$ cat config.mk
export PLATFORM = sky130hd
export DESIGN_NAME = cache_mem_responder_flat
export DESIGN_NICKNAME = d
export VERILOG_FILES = /design/src/rtl/cache_mem_responder_if.sv /design/src/rtl/cache_mem_responder.sv /design/src/flat_wrapper.sv
export SDC_FILE = /design/constraint.sdc
export NUM_CORES = 1
export LEC_CHECK = 0
export ABC_AREA = 1
export CORE_AREA = 4 4 102 104
export CTS_CLUSTER_DIAMETER = 30
export DETAILED_ROUTE_END_ITERATION = 6
export DIE_AREA = 0 0 106 108
export PLACE_DENSITY = 0.74
export RECOVER_POWER = 100
export SKIP_LAST_GASP = 1
export SYNTH_ARGS = -nofsm -noshare
export SYNTH_HDL_FRONTEND = slang
export SYNTH_SLANG_ARGS = --single-unit
$ cat constraint.sdc
create_clock -name CLK -period 2.1 [get_ports CLK]
set_input_delay 0.315 -clock CLK [delete_from_list [all_inputs] [get_ports CLK]]
set_output_delay 0.315 -clock CLK [all_outputs]
set_load 0.01 [all_outputs]
$ cat src/rtl/cache_mem_responder_if.sv
// Cache-side request/response bus plus the single RAM port it is arbitrated onto.
// slave is the responder's view, master is the caches'/RAM's view.
interface cache_mem_responder_if #(
    parameter int unsigned ADDR_W = 32,
    parameter int unsigned DATA_W = 32
);
    logic              iREN;
    logic [ADDR_W-1:0] iaddr;
    logic              iwait;
    logic [DATA_W-1:0] iload;

    logic              dREN;
    logic              dWEN;
    logic [ADDR_W-1:0] daddr;
    logic [DATA_W-1:0] dstore;
    logic              dwait;
    logic [DATA_W-1:0] dload;

    logic              ramREN;
    logic              ramWEN;
    logic [ADDR_W-1:0] ramaddr;
    logic [DATA_W-1:0] ramstore;
    logic [DATA_W-1:0] ramload;
    logic [1:0]        ramstate;

    modport slave (
        input  iREN, iaddr, dREN, dWEN, daddr, dstore, ramload, ramstate,
        output iwait, iload, dwait, dload, ramREN, ramWEN, ramaddr, ramstore
    );

    modport master (
        output iREN, iaddr, dREN, dWEN, daddr, dstore, ramload, ramstate,
        input  iwait, iload, dwait, dload, ramREN, ramWEN, ramaddr, ramstore
    );
endinterface

$ cat src/rtl/cache_mem_responder.sv
// Arbitrates the icache read port and the dcache read/write port onto one RAM port,
// holding the grantee's wait high until the RAM answers ACCESS/ERROR or the grant times out.
module cache_mem_responder #(
    parameter int unsigned ADDR_W     = 32,
    parameter int unsigned DATA_W     = 32,
    parameter int unsigned TIMEOUT    = 255,
    parameter int unsigned STARVE_MAX = 4
) (
    input  logic                  CLK,
    input  logic                  nRST,
    cache_mem_responder_if.slave  bus,
    output logic                  mem_err
);
    localparam int unsigned TW = (TIMEOUT > 0) ? $clog2(TIMEOUT + 1) : 1;
    localparam int unsigned SW = (STARVE_MAX > 0) ? $clog2(STARVE_MAX + 1) : 1;
    localparam logic [TW-1:0] TMAX = TW'(TIMEOUT);
    localparam logic [SW-1:0] SMAX = SW'(STARVE_MAX);
    localparam logic [1:0] RAM_ACCESS = 2'd2;
    localparam logic [1:0] RAM_ERROR  = 2'd3;
    localparam logic [DATA_W-1:0] ERR_WORD = DATA_W'(32'hBAD1BAD1);

    typedef enum logic [1:0] {StIdle, StGrantD, StGrantI} state_t;

    state_t        state_q, state_d;
    logic [TW-1:0] tcnt_q, tcnt_d;
    logic [SW-1:0] starve_q, starve_d;
    logic          err_d;
    logic          d_req;
    logic          fail;

    assign d_req = bus.dREN | bus.dWEN;
    assign fail  = (bus.ramstate == RAM_ERROR) || (tcnt_q == TMAX);

    always_comb begin
        state_d      = state_q;
        tcnt_d       = tcnt_q;
        starve_d     = starve_q;
        err_d        = mem_err;
        bus.iwait    = 1'b1;
        bus.dwait    = 1'b1;
        bus.iload    = '0;
        bus.dload    = '0;
        bus.ramREN   = 1'b0;
        bus.ramWEN   = 1'b0;
        bus.ramaddr  = {ADDR_W{1'b0}};
        bus.ramstore = '0;

        unique case (state_q)
            StIdle: begin
                tcnt_d = '0;
                if (!bus.iREN) starve_d = '0;
                // Once D has won STARVE_MAX times in a row over a waiting I, I wins once.
                if (d_req && !(bus.iREN && starve_q == SMAX)) begin
                    state_d = StGrantD;
                    if (bus.iREN) starve_d = starve_q + SW'(1);
                end else if (bus.iREN) begin
                    state_d  = StGrantI;
                    starve_d = '0;
                end
            end

            StGrantD: begin
                if (!d_req) begin
                    state_d = StIdle;
                end else begin
                    bus.ramaddr  = bus.daddr;
                    bus.ramstore = bus.dstore;
                    bus.ramWEN   = bus.dWEN;
                    bus.ramREN   = bus.dREN & ~bus.dWEN;
                    if (bus.ramstate == RAM_ACCESS) begin
                        bus.dwait = 1'b0;
                        if (!bus.dWEN) bus.dload = bus.ramload;
                        state_d = StIdle;
                    end else if (fail) begin
                        bus.dwait = 1'b0;
                        bus.dload = ERR_WORD;
                        err_d     = 1'b1;
                        state_d   = StIdle;
                    end else begin
                        tcnt_d = tcnt_q + TW'(1);
                    end
                end
            end

            StGrantI: begin
                if (!bus.iREN) begin
                    state_d = StIdle;
                end else begin
                    bus.ramREN  = 1'b1;
                    bus.ramaddr = bus.iaddr;
                    if (bus.ramstate == RAM_ACCESS) begin
                        bus.iwait = 1'b0;
                        bus.iload = bus.ramload;
                        state_d   = StIdle;
                    end else if (fail) begin
                        bus.iwait = 1'b0;
                        bus.iload = ERR_WORD;
                        err_d     = 1'b1;
                        state_d   = StIdle;
                    end else begin
                        tcnt_d = tcnt_q + TW'(1);
                    end
                end
            end

            default: state_d = StIdle;
        endcase
    end

    always_ff @(posedge CLK or negedge nRST) begin
        if (!nRST) begin
            state_q  <= StIdle;
            tcnt_q   <= '0;
            starve_q <= '0;
            mem_err  <= 1'b0;
        end else begin
            state_q  <= state_d;
            tcnt_q   <= tcnt_d;
            starve_q <= starve_d;
            mem_err  <= err_d;
        end
    end
endmodule

$ cat src/flat_wrapper.sv
// flat-port wrapper written by rule: the top's interface ports become plain ports
module cache_mem_responder_flat 
#(
    parameter int unsigned ADDR_W     = 32,
    parameter int unsigned DATA_W     = 32,
    parameter int unsigned TIMEOUT    = 255,
    parameter int unsigned STARVE_MAX = 4
)
  (CLK, nRST, mem_err, bus_iREN, bus_iaddr, bus_dREN, bus_dWEN, bus_daddr, bus_dstore, bus_ramload, bus_ramstate, bus_iwait, bus_iload, bus_dwait, bus_dload, bus_ramREN, bus_ramWEN, bus_ramaddr, bus_ramstore);
  cache_mem_responder_if #(.ADDR_W(ADDR_W), .DATA_W(DATA_W)) bus_i ();
  input  logic CLK;
  input  logic nRST;
  output logic mem_err;
  input wire logic [$bits(bus_i.iREN)-1:0] bus_iREN;
  input wire logic [$bits(bus_i.iaddr)-1:0] bus_iaddr;
  input wire logic [$bits(bus_i.dREN)-1:0] bus_dREN;
  input wire logic [$bits(bus_i.dWEN)-1:0] bus_dWEN;
  input wire logic [$bits(bus_i.daddr)-1:0] bus_daddr;
  input wire logic [$bits(bus_i.dstore)-1:0] bus_dstore;
  input wire logic [$bits(bus_i.ramload)-1:0] bus_ramload;
  input wire logic [$bits(bus_i.ramstate)-1:0] bus_ramstate;
  output wire logic [$bits(bus_i.iwait)-1:0] bus_iwait;
  output wire logic [$bits(bus_i.iload)-1:0] bus_iload;
  output wire logic [$bits(bus_i.dwait)-1:0] bus_dwait;
  output wire logic [$bits(bus_i.dload)-1:0] bus_dload;
  output wire logic [$bits(bus_i.ramREN)-1:0] bus_ramREN;
  output wire logic [$bits(bus_i.ramWEN)-1:0] bus_ramWEN;
  output wire logic [$bits(bus_i.ramaddr)-1:0] bus_ramaddr;
  output wire logic [$bits(bus_i.ramstore)-1:0] bus_ramstore;
  assign bus_i.iREN = bus_iREN;
  assign bus_i.iaddr = bus_iaddr;
  assign bus_i.dREN = bus_dREN;
  assign bus_i.dWEN = bus_dWEN;
  assign bus_i.daddr = bus_daddr;
  assign bus_i.dstore = bus_dstore;
  assign bus_i.ramload = bus_ramload;
  assign bus_i.ramstate = bus_ramstate;
  assign bus_iwait = bus_i.iwait;
  assign bus_iload = bus_i.iload;
  assign bus_dwait = bus_i.dwait;
  assign bus_dload = bus_i.dload;
  assign bus_ramREN = bus_i.ramREN;
  assign bus_ramWEN = bus_i.ramWEN;
  assign bus_ramaddr = bus_i.ramaddr;
  assign bus_ramstore = bus_i.ramstore;
  cache_mem_responder #(.ADDR_W(ADDR_W), .DATA_W(DATA_W), .TIMEOUT(TIMEOUT), .STARVE_MAX(STARVE_MAX)) u_core (.CLK(CLK), .nRST(nRST), .bus(bus_i), .mem_err(mem_err));
endmodule
==> reports/summary.txt, run 1 <==
RUN STATUS
--------------------------------------------------------------------------------------------------
Outcome                                                                                  completed

SYNTH
--------------------------------------------------------------------------------------------------
Share of flip-flops with an asynchronous set or reset                                         1.00
Synthesis warning total                                                                          0
Fraction of the yosys area taken by sequential cells                                         0.151
Distinct cell type count after synthesis                                                        26
Cell count after synthesis                                                                     450
Synthesized area                                                                          2320 um2
Number of enable-type register cells in the synthesized netlist                                  0
Net count of the mapped netlist                                                                592
Synthesized area divided by synthesized cell count                                        5.16 um2
Flops & latches, synth                                                                          14
Top FF cell, synth                                                                         dfrtp_1

PWR
--------------------------------------------------------------------------------------------------
Reported leakage power                                                                     2.76 nW
Worst VDD drop                                                                              392 uV
PD cells                                                                                668 nW/um2

GLOBAL ROUTE
--------------------------------------------------------------------------------------------------
Vias in the first global route                                                                3657
Residual overflow from global routing                                                            0
Largest net degree at the start of global routing                                               50
Antenna violations before repair                                                                 0
Global router's overall resource usage                                                       0.207
First-pass GRT wire length                                                                19300 um

DIE
--------------------------------------------------------------------------------------------------
IO Pins                                                                                        268
Core box area                                                                             9550 um2
Initial standard-cell utilization of the core                                                0.243
Row cnt                                                                                         36
Vert. Die Dim                                                                               108 um
Horiz. Die Dim                                                                              106 um
Total Die Area                                                                           11400 um2

STA
--------------------------------------------------------------------------------------------------
Setup repair after global routing missed its margin                                           true
Final critical-path setup slack                                                            37.8 ps
Clock period minus worst slack                                                             2060 ps
Number of hold-slack violations in the final timing report                                       0
Achievable Freq                                                                            485 MHz
Final Skew                                                                                 4.70 ps
Slew headroom                                                                                0.558
Final count of negative-setup-slack endpoints                                                    0
Number of max-slew violations in the final report                                                0
Final worst path period share                                                                0.982
Transition time of the tightest slew-check pin                                              661 ps

CLOCK NETWORK
--------------------------------------------------------------------------------------------------
Clock tree from TritonCTS                                                                     done
Worst-case clock buffer depth                                                                    2
Count of hold-fix buffers inserted at cts                                                        0
Clock root buffer                                                                         clkbuf_8
Clock transition time at the flip-flop clock pins of the worst setup and hold paths          70 ps
Number of clock sinks                                                                           14
CTS buffer count                                                                                 3
Level count of the clock H-tree                                                                  1
Insertion delay of the later-clocked pin in the worst-skew pair                             250 ps

DETAILED ROUTING
--------------------------------------------------------------------------------------------------
Antenna Violating Nets Remaining                                                                 0
Residual DRC count                                                                               0
Drt first pass iters                                                                             4
Via count                                                                                     3990
Drt wl/cell                                                                                15.5 um
Total length of routed wires                                                              13400 um
Number of violations reported at the end of detailed-routing iteration 0                       199
Via-to-Cell Ratio                                                                             4.60

SETUP PATH
--------------------------------------------------------------------------------------------------
CP Capture Type                                                                        output port
Worst setup SP type                                                                      flip-flop
Required time reported for the critical path endpoint                                      1780 ps
Worst Path Class, Setup                                                               flip-flop to output port
Delay of the slowest cell on the worst path                                                 450 ps
Cell occurring most often along the worst timing path                                        buf_4
Data arrival time at the worst-slack endpoint                                              1750 ps
List of cells traversed by the critical path                                          ha_4, buf_4, buf_4, inv_4, clkbuf_16, nor2_1, dlygate4sd2_1
FF-to-FF path depth                                                                              9
Maximum fanout along the worst path                                                              8
Origin of the critical flop-to-flop path                                              u_core.state_q[0]$_DFFE_PN0P_
Flop2flop setup slack                                                                       440 ps
Largest delay share family, worst path                                                buffers and inverters
CP max stage cell                                                                          dfrtp_2
Number of buffers and inverters on the critical path                                             5
R2R Path End                                                                          u_core.tcnt_q[1]$_DFFE_PN0P_

JOB
--------------------------------------------------------------------------------------------------
Max-cap viol count                                                                               0

CELLS AND AREA
--------------------------------------------------------------------------------------------------
Number of antenna diodes                                                                         0
Post-synthesis to final-layout area growth                                                    126%
Final net count                                                                                878
Non-Filler Cell Area, Final                                                               5260 um2
Area used by multi-input combinational logic                                              1740 um2
Storage element area                                                                       352 um2
Number of filler cells placed in the layout                                                    983
Proportion of layout cells with a drive suffix above 1                                       0.208

HOLD PATH
--------------------------------------------------------------------------------------------------
End of the worst hold path                                                            u_core.mem_err$_DFFE_PN0P_
Number of stages on the worst hold path                                                          1
Min-delay src                                                                         u_core.mem_err$_DFFE_PN0P_
Worst min-delay path category                                                         flip-flop to flip-flop

PLACE
--------------------------------------------------------------------------------------------------
GPL Wtd Cong                                                                                 0.841
HPWL after DPL                                                                            10400 um
Pre-CTS WS                                                                                 -258 ps
Placed standard-cell area                                                                 5310 um2
Number of port buffers                                                                         267

[registers in the layout (all words and copies together) (netlist names)]
register,cells
u_core.tcnt_q,8
u_core.starve_q,3
u_core.state_q,2
u_core.mem_err,1
[layout by cell type (no fill, tap or decap), drive strengths merged]
cell type / netlist / final
nand4: 1 / 1
inv: 35 / 34
nand3b: 1 / 1
ha: 7 / 7
clkbuf: 8 / 62
nor2: 100 / 100
a21o: 1 / 1
nand2: 156 / 156
clkinv: 2 / 3
dlygate4sd2: 0 / 50
nand3: 14 / 14
bufbuf: 0 / 1
clkdlybuf4s15: 0 / 8
o22ai: 3 / 3
o2111ai: 1 / 1
o21ai: 2 / 2
dlygate4sd3: 0 / 1
a21oi: 52 / 52
clkdlybuf4s50: 0 / 133
dfrtp: 14 / 14
nor3: 29 / 29
dlymetal6s2s: 0 / 6
buf: 21 / 53
o21bai: 3 / 3
[layout make-up]
| type | count | share of cell area |
|---|---|---|
| clock buffer | 4 | 0.0105 |
| inverter | 37 | 0.0281 |
| multi-input combinational | 370 | 0.331 |
| sequential | 14 | 0.0668 |
| tap | 133 | 0.0316 |
| timing repair buffer | 310 | 0.532 |
[layer usage]
layer | share of wire | vias up | GRT usage
met4 | 0.017 | 0 | 0.0481
met2 | 0.53 | 151 | 0.387
met1 | 0.40 | 1843 | 0.251
met3 | 0.059 | 18 | 0.0310
met5 | 0 | - | 0
li1 | - | 1978 | -
[cell families after synthesis]
| kind of cell | count (synthesis) | share of synthesized area |
|---|---|---|
| buffers and inverters | 66 | 0.126 |
| adder cells (fa/ha/maj) | 7 | 0.0377 |
| AO/OA/AOI/OAI | 62 | 0.141 |
| AND/OR/NAND/NOR | 301 | 0.544 |
| flip-flops | 14 | 0.151 |
[worst reg2reg max path, cell delays in order, from the launching register on]
cell     delay [ps]
dfrtp_2         450
ha_4            200
buf_4           130
buf_4           130
nand2_1          80
nand3_1         100
inv_1           220
nand2_4         130
nand2_1          80
nand2_1          50
[per-stage QoR]
step	util	cells	TNS (ps)	total power [mW]	hold slack, ps
6_report	0.551	868	0	3.51	498
5_1_grt	0.551	868	-309	3.76	533
4_1_cts	0.564	858	-2990	3.37	491
3_5_place_dp	0.556	849	-22780	3.14	470
3_3_place_gp	0.556	849	-19680	3.09	464
2_1_floorplan	-	450	0	1.59	19.4
[cells in the mapped netlist (2+ instances only)]
master | count | area, um2
nand2_1 | 147 | 552
nor2_1 | 89 | 334
a21oi_1 | 52 | 260
inv_1 | 33 | 124
nor3_1 | 29 | 145
buf_2 | 14 | 70.1
dfrtp_1 | 14 | 350
nand3_1 | 14 | 70.1
nor2_2 | 11 | 68.8
clkbuf_1 | 7 | 26.3
ha_1 | 7 | 87.6
nand2_4 | 5 | 56.3
nand2_2 | 4 | 25.0
buf_4 | 3 | 22.5
o21bai_1 | 3 | 22.5
o22ai_1 | 3 | 18.8
buf_1 | 2 | 7.51
buf_6 | 2 | 22.5
clkinv_1 | 2 | 7.51
inv_2 | 2 | 7.51
o21ai_0 | 2 | 10.0
[where the power goes]
group	internal, mW	total [mW]	switching (mW)
clock	0.166	0.273	0.106
combinational	1.36	2.87	1.51
sequential	0.325	0.369	0.0436
[how the worst max path moves through the flow]
| stage | to | cells past startpoint | slack [ps] | start |
|---|---|---|---|---|
| finish | bus_ramstore[1] | 7 | 40 | u_core.state_q[0]$_DFFE_PN0P_ |
| floorplan | bus_ramaddr[21] | 6 | 320 | u_core.state_q[0]$_DFFE_PN0P_ |
| global placement | bus_ramaddr[6] | 7 | -220 | bus_dWEN |
| detailed placement | bus_ramaddr[21] | 7 | -260 | bus_dWEN |
| CTS | bus_iload[9] | 9 | -110 | u_core.tcnt_q[1]$_DFFE_PN0P_ |
| global route | bus_dload[15] | 9 | -50 | u_core.tcnt_q[1]$_DFFE_PN0P_ |
[repair_timing]
action | 4_1_cts | 5_1_grt
gates resized for setup | 180 | 153
setup buffers | 3 | 7
endpoints found under the setup margin | 131 | 103
cloned | 2 | 3
pin swaps | 3 | 3
No activity file was read; power rests on OpenSTA's default activity.
==> inputs of run 2 (changes only) <==
--- a/config.mk
+++ b/config.mk
@@ -6,6 +6,7 @@
 export NUM_CORES = 1
 export LEC_CHECK = 0
 export ABC_AREA = 1
+export CAP_MARGIN = 20
 export CORE_AREA = 4 4 102 104
 export CTS_CLUSTER_DIAMETER = 30
 export DETAILED_ROUTE_END_ITERATION = 6
==> results of run 2 <==
The final DEF is identical to that of run 1; final timing and power are the same.
